$ cat src/rtl/fft_pkg.sv
// ============================================================================
// Module : fft_pkg
// Brief  : Shared types and elaboration-time helpers for the FFT frame engine.
// Rev    : 1.0
// ============================================================================
`default_nettype none

package fft_pkg;

  localparam int TW_W_DEFAULT = 16;

  typedef enum logic [1:0] {
    FILL    = 2'd0,
    COMPUTE = 2'd1,
    DRAIN   = 2'd2
  } state_t;

  function automatic int clog2(input int value);
    int r;
    r = 0;
    for (int i = 0; i < 31; i++) begin
      if ((64'd1 << i) < 64'(value)) r = i + 1;
    end
    return r;
  endfunction

  function automatic int unsigned bitrev(input int unsigned value, input int unsigned bits);
    int unsigned r;
    r = 0;
    for (int i = 0; i < 32; i++) begin
      if (i < int'(bits)) r = (r << 1) | ((value >> i) & 32'd1);
    end
    return r;
  endfunction

  // Twiddle W_k = cos(2pi k/n) - j sin(2pi k/n) in Q2.(tw_w-2), rounded to nearest.
  // Angles are taken on a 64-step circle and folded into the first quadrant so a
  // short Q30 Taylor series is accurate far beyond the output precision.
  function automatic int tw_value(input int k, input int n, input int tw_w, input bit imag);
    longint x, x2, term, c, s, v, half;
    int     m, mr, sh;
    bit     neg;
    m   = (k * 64) / n;
    mr  = m;
    neg = 1'b0;
    if (m > 16) begin
      mr  = 32 - m;
      neg = 1'b1;
    end
    x    = (64'sd3373259426 * longint'(mr)) / 64'sd32;
    x2   = (x * x) >>> 30;
    c    = 64'sd1 <<< 30;
    term = c;
    for (int i = 1; i <= 8; i++) begin
      term = -((term * x2) >>> 30) / longint'((2 * i - 1) * (2 * i));
      c    = c + term;
    end
    term = x;
    s    = x;
    for (int i = 1; i <= 8; i++) begin
      term = -((term * x2) >>> 30) / longint'((2 * i) * (2 * i + 1));
      s    = s + term;
    end
    if (neg) c = -c;
    v    = imag ? -s : c;
    sh   = 30 - (tw_w - 2);
    half = 64'sd1 <<< (sh - 1);
    return int'((v + half) >>> sh);
  endfunction

endpackage

`default_nettype wire

$ cat src/rtl/fft_butterfly.sv
// ============================================================================
// Module : fft_butterfly
// Brief  : Combinational radix-2 DIT butterfly; FFT_STAGE_SCALE_EN adds >>1.
// Rev    : 1.0
// ============================================================================
`default_nettype none

module fft_butterfly #(
  parameter int W    = 16,
  parameter int TW_W = 16
) (
  input  logic signed [W-1:0]    a_re,
  input  logic signed [W-1:0]    a_im,
  input  logic signed [W-1:0]    b_re,
  input  logic signed [W-1:0]    b_im,
  input  logic signed [TW_W-1:0] tw_re,
  input  logic signed [TW_W-1:0] tw_im,
  output logic signed [W-1:0]    x_re,
  output logic signed [W-1:0]    x_im,
  output logic signed [W-1:0]    y_re,
  output logic signed [W-1:0]    y_im
);

  localparam int c_pw = W + TW_W + 1;
  localparam int c_sh = TW_W - 2;
  localparam logic signed [c_pw-1:0] c_rnd = c_pw'(64'sd1 <<< (TW_W - 3));

  logic signed [c_pw-1:0] w_ar, w_ai, w_br, w_bi, w_wr, w_wi;
  logic signed [c_pw-1:0] w_tr, w_ti, w_xr, w_xi, w_yr, w_yi;

  assign w_ar = c_pw'(a_re);
  assign w_ai = c_pw'(a_im);
  assign w_br = c_pw'(b_re);
  assign w_bi = c_pw'(b_im);
  assign w_wr = c_pw'(tw_re);
  assign w_wi = c_pw'(tw_im);

  // Single rounding after the complex sum of products.
  assign w_tr = (w_br * w_wr - w_bi * w_wi + c_rnd) >>> c_sh;
  assign w_ti = (w_br * w_wi + w_bi * w_wr + c_rnd) >>> c_sh;

  assign w_xr = w_ar + w_tr;
  assign w_xi = w_ai + w_ti;
  assign w_yr = w_ar - w_tr;
  assign w_yi = w_ai - w_ti;

`ifdef FFT_STAGE_SCALE_EN
  assign x_re = W'(w_xr >>> 1);
  assign x_im = W'(w_xi >>> 1);
  assign y_re = W'(w_yr >>> 1);
  assign y_im = W'(w_yi >>> 1);
`else
  assign x_re = W'(w_xr);
  assign x_im = W'(w_xi);
  assign y_re = W'(w_yr);
  assign y_im = W'(w_yi);
`endif

endmodule

`default_nettype wire

$ cat src/rtl/fft_frame_engine.sv
// ============================================================================
// Module : fft_frame_engine
// Brief  : Streaming N-point in-place radix-2 FFT, valid/ready in and out.
//          Optional per-stage scaling via FFT_STAGE_SCALE_EN.
// Rev    : 1.0
// ============================================================================
`default_nettype none

module fft_frame_engine
  import fft_pkg::*;
#(
  parameter  int N_POINTS = 8,
  parameter  int IN_W     = 12,
  parameter  int OUT_W    = 12,
  parameter  int TW_W     = TW_W_DEFAULT,
  localparam int LOG2N    = clog2(N_POINTS)
) (
  input  logic             clk,
  input  logic             rst,
  input  logic             s_valid,
  output logic             s_ready,
  input  logic [IN_W-1:0]  s_data,
  output logic             m_valid,
  input  logic             m_ready,
  output logic [OUT_W-1:0] m_real,
  output logic [OUT_W-1:0] m_imag,
  output logic [LOG2N-1:0] m_index,
  output logic             m_last,
  output logic             busy
);

`ifdef FFT_STAGE_SCALE_EN
  localparam int c_w = IN_W + 2;
`else
  localparam int c_w = IN_W + LOG2N + 1;
`endif
  localparam int c_hw   = LOG2N - 1;
  localparam int c_half = N_POINTS / 2;
  localparam logic [LOG2N-1:0] c_last_idx   = LOG2N'(N_POINTS - 1);
  localparam logic [LOG2N-1:0] c_one        = LOG2N'(1);
  localparam logic [c_hw-1:0]  c_last_bfly  = c_hw'(c_half - 1);
  localparam logic [2:0]       c_last_stage = 3'(LOG2N - 1);

  state_t r_state, w_next;

  logic [LOG2N-1:0] r_cnt;
  logic [2:0]       r_stage;
  logic [c_hw-1:0]  r_bfly;

  logic signed [c_w-1:0]  r_re [N_POINTS];
  logic signed [c_w-1:0]  r_im [N_POINTS];
  logic signed [TW_W-1:0] w_tw_re [c_half];
  logic signed [TW_W-1:0] w_tw_im [c_half];

  logic [c_hw-1:0]   w_pos, w_grp, w_twi;
  logic [LOG2N-1:0]  w_a, w_b, w_fill_addr;
  logic signed [c_w-1:0] w_x_re, w_x_im, w_y_re, w_y_im;
  logic              w_bfly_last;

  for (genvar k = 0; k < c_half; k++) begin : g_tw
    localparam logic signed [TW_W-1:0] c_re = TW_W'(tw_value(k, N_POINTS, TW_W, 1'b0));
    localparam logic signed [TW_W-1:0] c_im = TW_W'(tw_value(k, N_POINTS, TW_W, 1'b1));
    assign w_tw_re[k] = c_re;
    assign w_tw_im[k] = c_im;
  end

  assign w_bfly_last = (r_stage == c_last_stage) && (r_bfly == c_last_bfly);
  assign w_fill_addr = LOG2N'(bitrev(32'(r_cnt), LOG2N));

  // Butterfly j of stage s pairs a = group*2^(s+1) + pos with b = a + 2^s.
  always_comb begin
    w_pos = r_bfly & c_hw'((1 << r_stage) - 1);
    w_grp = r_bfly >> r_stage;
    w_twi = c_hw'(w_pos << (c_hw - int'(r_stage)));
    w_a   = ({w_grp, 1'b0} << r_stage) | {1'b0, w_pos};
    w_b   = w_a | (c_one << r_stage);
  end

  fft_butterfly #(
    .W    (c_w),
    .TW_W (TW_W)
  ) u_bfly (
    .a_re  (r_re[w_a]),
    .a_im  (r_im[w_a]),
    .b_re  (r_re[w_b]),
    .b_im  (r_im[w_b]),
    .tw_re (w_tw_re[w_twi]),
    .tw_im (w_tw_im[w_twi]),
    .x_re  (w_x_re),
    .x_im  (w_x_im),
    .y_re  (w_y_re),
    .y_im  (w_y_im)
  );

  always_ff @(posedge clk or posedge rst) begin
    if (rst) r_state <= FILL;
    else     r_state <= w_next;
  end

  always_comb begin
    w_next  = r_state;
    s_ready = 1'b0;
    m_valid = 1'b0;
    busy    = 1'b0;
    unique case (r_state)
      FILL: begin
        s_ready = 1'b1;
        if (s_valid && (r_cnt == c_last_idx)) w_next = COMPUTE;
      end
      COMPUTE: begin
        busy = 1'b1;
        if (w_bfly_last) w_next = DRAIN;
      end
      DRAIN: begin
        m_valid = 1'b1;
        busy    = 1'b1;
        if (m_ready && (r_cnt == c_last_idx)) w_next = FILL;
      end
      default: w_next = FILL;
    endcase
  end

  // r_cnt and r_bfly wrap to zero on their final step, ready for the next phase.
  always_ff @(posedge clk or posedge rst) begin
    if (rst) begin
      r_cnt   <= '0;
      r_stage <= '0;
      r_bfly  <= '0;
    end else begin
      unique case (r_state)
        FILL:    if (s_valid) r_cnt <= r_cnt + c_one;
        COMPUTE: begin
          r_bfly <= r_bfly + c_hw'(1);
          if (r_bfly == c_last_bfly)
            r_stage <= (r_stage == c_last_stage) ? 3'd0 : r_stage + 3'd1;
        end
        DRAIN:   if (m_ready) r_cnt <= r_cnt + c_one;
        default: ;
      endcase
    end
  end

  always_ff @(posedge clk) begin
    if ((r_state == FILL) && s_valid) begin
      r_re[w_fill_addr] <= $signed({{(c_w - IN_W){1'b0}}, s_data});
      r_im[w_fill_addr] <= '0;
    end else if (r_state == COMPUTE) begin
      r_re[w_a] <= w_x_re;
      r_im[w_a] <= w_x_im;
      r_re[w_b] <= w_y_re;
      r_im[w_b] <= w_y_im;
    end
  end

  assign m_real  = m_valid ? r_re[r_cnt][c_w-1 -: OUT_W] : '0;
  assign m_imag  = m_valid ? r_im[r_cnt][c_w-1 -: OUT_W] : '0;
  assign m_index = m_valid ? r_cnt : '0;
  assign m_last  = m_valid && (r_cnt == c_last_idx);

endmodule

`default_nettype wire

$ cat config.mk
export PLATFORM = sky130hd
export DESIGN_NAME = fft_frame_engine
export DESIGN_NICKNAME = d
export VERILOG_FILES = /design/src/rtl/fft_pkg.sv /design/src/rtl/fft_butterfly.sv /design/src/rtl/fft_frame_engine.sv
export SDC_FILE = /design/constraint.sdc
export NUM_CORES = 2
export LEC_CHECK = 0
export CELL_PAD_IN_SITES_DETAIL_PLACEMENT = 1
export CELL_PAD_IN_SITES_GLOBAL_PLACEMENT = 1
export CORE_ASPECT_RATIO = 1.5
export CORE_MARGIN = 3
export CORE_UTILIZATION = 48
export CTS_CLUSTER_SIZE = 20
export DETAILED_ROUTE_END_ITERATION = 8
export PLACE_DENSITY_LB_ADDON = 0.1
export SYNTH_ARGS = -nofsm -noshare
export SYNTH_HDL_FRONTEND = slang
export SYNTH_SLANG_ARGS = --single-unit
export TNS_END_PERCENT = 5
$ cat constraint.sdc
create_clock -name clk -period 12.1 [get_ports clk]
set_input_delay 3.025 -clock clk [delete_from_list [all_inputs] [get_ports clk]]
set_output_delay 3.025 -clock clk [all_outputs]
set_load 0.005 [all_outputs]
# [Word-level counts from Yosys, hierarchy flattened]
# Memories as Yosys holds them, arrays and structs flattened.
# Cells that the tools add are included.
[word_totals] register_bits=10 ramBits=256 memories=2
[memory_table] memory="r_im" depth=8 width=16 rd=3 rd_ports_with_merged_regs=0 wr=2 line="fft_frame_engine.sv:51" rtl="logic signed [c_w-1:0] r_im [N_POINTS];"
[memory_table] memory="r_re" depth=8 width=16 rd=3 rd_ports_with_merged_regs=0 wr=2 line="fft_frame_engine.sv:50" rtl="logic signed [c_w-1:0] r_re [N_POINTS];"
[classes] add_sub_neg=13 n_mul=4 magnitude_cmp=1 eq_ne=10 shift=5 mux=31 n_bitwise=6 n_reduce_logical=13
[op_table] op="$mul A16 B16 Y30" n=4
[op_table] op="$mux W16" n=6
[op_table] op="$bmux W16 S2" n=2
[op_table] op="$add A30 B15 Y30 const B" n=2
[op_table] op="$add A16 B16 Y16" n=2
[op_table] op="$reduce_or A16 Y1" n=2
[op_table] op="$shl A2 B32 Y2" n=1
[op_table] op="$sub A16 B16 Y16" n=2
[op_table] op="$add A30 B30 Y30" n=1
[op_table] op="$sub A30 B30 Y30" n=1
[op_table] op="$mux W12" n=2
[op_table] op="$mux W3" n=6
[op_table] op="$mux W1" n=10
[op_table] op="$ne A2 B2 Y1 const B" n=5
[op_table] op="$add A3 B1 Y3 const B" n=2
[op_table] op="$mux W2" n=3
[op_table] op="$pmux W2 S3" n=1
[op_table] op="$pmux W3 S2" n=1
[op_table] op="$reduce_and A3 Y1" n=2
[op_table] op="$logic_and A1 B1 Y1" n=5
[op_table] op="$eq A2 B2 Y1 const B" n=2
[op_table] op="$sub A2 B3 Y4 const A" n=1
[op_table] op="$eq A3 B2 Y1 const B" n=1
[op_table] op="$eq A3 B3 Y1 const B" n=1
[op_table] op="other kinds (18)" n=18

# [Longest topological paths before layout]
[depth] depth_word=13 depth_mapped=54 mapped_depth_nobuf=48

# [By module]
# A second synthesis with hierarchy kept.
[hier_totals] cells_unflattened=5811 area_unflattened_um2=58263.4
[modules_own_cells] module="fft_butterfly" n_inst=1 cells_per_inst=4425 area_each_um2=40219.8 seq_area_each_um2=0.0
[modules_own_cells] module="fft_frame_engine" n_inst=1 cells_per_inst=1386 area_each_um2=18043.6 seq_area_each_um2=7937.6

# [Worst setup path after synthesis]
# OpenSTA, ideal clock, no wires.
[synth_path] kind="flip-flop to flip-flop" startpoint="register r_stage[1]" endpoint="memory r_re[0][14] in the netlist's numbering, data pin" setup_time_ns=0.195 arrival_ns=12.507 required_ns=11.905 path_slack_ns=-0.602 path_stages_with_launch=46 path_buffers=4 period_less_slack_ns=12.702 cell_sequence="dfrtp_1 -> buf_4 -> inv_1 -> ha_1 -> or4_1 -> buf_4 -> a221oi_2 -> a311oi_2 -> o21ai_1 -> clkbuf_1 -> inv_1 -> fa_1 -> fa_1 -> fa_1 -> inv_1 -> fa_1 -> inv_1 -> fa_1 -> (+10 left out) -> inv_1 -> nand4_1 -> o31ai_1 -> a21oi_1 -> ha_1 -> nor2b_1 -> o21ai_0 -> a21oi_1 -> o21ai_0 -> a21boi_0 -> o21ai_0 -> a21boi_0 -> o21ai_0 -> a211oi_1 -> o211ai_1 -> and2_0 -> clkbuf_1 -> o311ai_0"
[synth_lines] item="start, declared" line="fft_frame_engine.sv:47" rtl="logic [2:0] r_stage;"
[synth_lines] item="start signal, assigned" line="fft_frame_engine.sv:135" rtl="r_stage <= (r_stage == c_last_stage) ? 3'd0 : r_stage + 3'd1;"
[synth_lines] item="end, declared" line="fft_frame_engine.sv:50"

==> metrics.log <==
INFO  metric clock_tree.root_cell = sky130_fd_sc_hd__clkbuf_16
INFO  metric route.detailed.drc = 0
INFO  metric worst_setup_path_end_kind = register
INFO  metric critical_path_class = reg -> reg
INFO  metric die_width = 265 um
INFO  metric tritoncts = built
INFO  metric antenna_found_initial = 0
INFO  metric congestion_overflow_gr = 0
INFO  metric postSynth.topFlopCell = sky130_fd_sc_hd__edfxtp_1
INFO  metric synth-edff-count = 256
INFO  metric chipHeight = a little under 400 um
INFO  metric filler_cell_count = 11.3k
INFO  metric area_growth_syn_to_fin = 11.2%
INFO  metric floorplan.initialDensity = 0.487
INFO  metric post_route_cells_drive_above_1_share = 0.117
INFO  metric tightest_slew = 1.26 ns
INFO  metric cts-root-to-sink-buffers = 3
INFO  metric clkSinkCount = between 200 and 300
INFO  metric worst_path_max_delay_cell = sky130_fd_sc_hd__fa_1
INFO  metric n_antenna_cell = 0
INFO  metric wire_length_of_the_first_global_routing_pass = 265000 um
INFO  metric max-slew-margin-rel = 0.155
INFO  metric path_clk_slew = around 0.08 ns
INFO  metric first_pass_iters = 7
INFO  metric grt_setup_unrepaired = yes
INFO  metric yosys_register_bits = 266
INFO  metric ctsHoldBuffers = 0
INFO  metric max_freq = 0.0856 GHz
INFO  metric min_period = 11.68 ns
INFO  metric clock_latency = 0.58 ns
INFO  metric synth.distinct_cells = 96
INFO  metric hold_start = r_state[0]$_DFFE_PP0P_
INFO  metric synth_fp_nets = approximately 6.4k
INFO  metric route.final.wire_length = 178000 um
INFO  metric async_reset_ff_frac = 0.0376
INFO  metric avgRoutedWirePerCell = 27.0 um
INFO  metric grt_max_degree = 59
INFO  metric worst_path_largest_cell_delay = about 0.56 ns
INFO  metric htree_levels = 1
INFO  metric postRouteAntennaNets = 0
INFO  metric worst_r2r_startpoint = r_stage[0]$_DFFE_PP0P_
INFO  metric syn-mean-instance-area = 9.47 um^2
INFO  metric max_clock_skew = around 0.025 ns
INFO  metric timing.critical_path.arrival = 11.96 ns
INFO  metric netlist_area_before_placement = 48300 um^2
INFO  metric globalRouteTotalUtil = 0.343
INFO  metric final.setup.worst_slack = 0.417 ns
INFO  metric worst_setup_path_startpoint = r_stage[0]$_DFFE_PP0P_
INFO  metric rows = 141
INFO  metric syn-instance-count = 5103
INFO  metric first_iter_violations = 2533
INFO  metric timing_hold_violations_final = 0
INFO  metric grt_pass1_vias = 43.6k
INFO  metric io_pins = 47
INFO  metric floorplan.core_area = slightly below 100000 um^2
INFO  metric place.port_buffers = 46
INFO  metric cts_inserted_buffers = 24
INFO  metric synth_sequential_area_ratio = 0.164
INFO  metric critical_path.startpoint_type = register
INFO  metric slew_violations = 0
INFO  metric detailed_place_hpwl = approximately 140000 um
INFO  metric die_area = 105000 um^2
INFO  metric routed_vias_inst = 5.81
INFO  metric design.final.nets = 6556
INFO  metric dp_slack = -0.605 ns
INFO  metric hold_path.class = reg -> reg
INFO  metric timing.setup.tns = 0 ns
INFO  metric critical_path_data_required_time = 12.38 ns
INFO  metric timing.final.crit_share = 0.966
INFO  metric num_vias = 38.3k
INFO  metric crit_fanout = 17
INFO  metric maxCapViolations = 0
INFO  metric setup_viol = 0
INFO  metric synth.yosys.warnings = 0
INFO  metric gp_routability_congestion = 0.970
INFO  metric status = finished clean
[worst max-delay path, delay by kind of cell (launching register included)]
kind / cells / cell delay (ns)
XOR/XNOR: 1 / 0.13
AO/OA/AOI/OAI: 18 / 3.30
adder cells (fa/ha/maj): 10 / 4.65
buffers and inverters: 15 / 2.08
AND/OR/NAND/NOR: 5 / 0.81
flip-flops: 1 / 0.41
[registers in the layout, summed over array words and instances, names as in the netlist]
| register | cells |
|---|---|
| r_bfly | 2 |
| r_cnt | 3 |
| r_im | 128 |
| r_re | 128 |
| r_stage | 3 |
| r_state | 2 |
[synth_stat cells (all sizes together), types with 5 or more instances]
cell | n | area (um^2)
inv | 1176 | 4410
fa | 811 | 16200
nand2 | 647 | 2440
ha | 443 | 5540
edfxtp | 256 | 7690
nor2 | 212 | 801
nand3 | 182 | 916
clkbuf | 176 | 662
o21ai | 160 | 808
a21oi | 153 | 777
xnor2 | 106 | 936
mux2i | 66 | 661
a221oi | 62 | 556
mux4 | 50 | 1130
and2 | 42 | 263
buf | 42 | 206
xor2 | 41 | 374
and3 | 38 | 238
o31ai | 34 | 274
nor3 | 29 | 168
nand2b | 28 | 175
a311oi | 26 | 246
a21o | 25 | 188
a31o | 24 | 219
mux2 | 23 | 267
nor2b | 22 | 148
o21bai | 21 | 158
nand4 | 19 | 119
o311ai | 19 | 166
o211ai | 15 | 113
o22ai | 15 | 106
o21a | 14 | 113
or3 | 14 | 92.6
a31oi | 11 | 68.8
dfrtp | 10 | 250
o32ai | 9 | 86.3
a211oi | 8 | 60.1
a221o | 7 | 70.1
a2111oi | 6 | 52.6
nor4 | 6 | 52.6
nor3b | 5 | 37.5
o31a | 5 | 52.6
[path summary, 6_finish.rpt]
check | endpoint | slack [ns] | depth (start not counted)
setup / recovery | r_im[0][15]$_DFFE_PP_ | 0.42 | 49
hold / removal | r_state[0]$_DFFE_PP0P_ | 0.59 | 1
setup reg to reg | r_im[0][15]$_DFFE_PP_ | 0.42 | 49
hold reg to reg | r_state[0]$_DFFE_PP0P_ | 0.59 | 1
max in group asynchronous | r_cnt[0]$_DFFE_PP0P_ | 8.64 | 2
min in group asynchronous | r_state[1]$_DFFE_PP0P_ | 2.89 | 2
[routing by layer]
metal | vias up | part of all wire | global-route usage
met5 | - | 0 | 0
met4 | 0 | 0.093 | 0.253
met3 | 597 | 0.043 | 0.0359
met2 | 1271 | 0.53 | 0.638
met1 | 19800 | 0.33 | 0.354
li1 | 16600 | - | -
[through the flow]
step	utilization	cell area, um^2	std cells	hold WS, ns
after floorplan	-	48300	5103	0.489
after detailed placement	0.523	51900	6494	0.575
final	0.542	53700	6589	0.587
after global placement	0.523	51900	6494	0.581
after CTS	0.532	52800	6542	0.593
after global routing	0.542	53700	6589	0.606
[layout make-up]
cell class | count | area [um^2] | area share
clock buffers | 27 | 633 | 0.0118
clock inverters | 15 | 136 | 0.00254
inverters | 1179 | 4460 | 0.0830
multi-input cells | 3442 | 35800 | 0.666
flip-flops and latches | 266 | 7950 | 0.148
well taps | 1287 | 1610 | 0.0300
repair buffers | 373 | 3190 | 0.0594
[layout by cell type, fill, tap and decap left out, types with 27 or more instances in the layout]
| cell type | instances |
|---|---|
| sky130_fd_sc_hd__clkbuf_16 | 27 |
| sky130_fd_sc_hd__nand3_1 | 181 |
| sky130_fd_sc_hd__o21ai_0 | 144 |
| sky130_fd_sc_hd__nand2_1 | 622 |
| sky130_fd_sc_hd__a21oi_1 | 140 |
| sky130_fd_sc_hd__ha_1 | 436 |
| sky130_fd_sc_hd__xnor2_1 | 103 |
| sky130_fd_sc_hd__nor2_1 | 207 |
| sky130_fd_sc_hd__edfxtp_1 | 256 |
| sky130_fd_sc_hd__fa_1 | 808 |
| sky130_fd_sc_hd__o31ai_1 | 30 |
| sky130_fd_sc_hd__and3_1 | 38 |
| sky130_fd_sc_hd__nand2b_1 | 27 |
| sky130_fd_sc_hd__mux4_2 | 50 |
| sky130_fd_sc_hd__inv_1 | 1154 |
| sky130_fd_sc_hd__buf_4 | 302 |
| sky130_fd_sc_hd__mux2i_1 | 66 |
| sky130_fd_sc_hd__a221oi_1 | 58 |
| sky130_fd_sc_hd__clkdlybuf4s50_1 | 46 |
| sky130_fd_sc_hd__and2_1 | 41 |
| sky130_fd_sc_hd__xor2_1 | 35 |
[repair_timing]
| action | CTS | global route |
|---|---|---|
| cloned | 1 | 4 |
| resized for setup | 16 | 128 |
| pin swaps | 2 | 18 |
| setup endpoints to repair | 40 | 89 |
| buffers inserted | 5 | 43 |
| hold endpoints to repair | 0 | 0 |
[cell families after synthesis]
| logic type | after synthesis | share of synthesized area |
|---|---|---|
| adders and majority gates | 1254 | 0.451 |
| xor gates and xnor gates | 149 | 0.0280 |
| buffers and inverters | 1397 | 0.110 |
| and+or+nand+nor | 1255 | 0.114 |
| DFF | 266 | 0.164 |
| muxes | 139 | 0.0425 |
| AOI/OAI and AO/OA | 643 | 0.0905 |
Power is not shown: default switching activity piles up to over one toggle a cycle in this logic, so the estimate is an artifact.
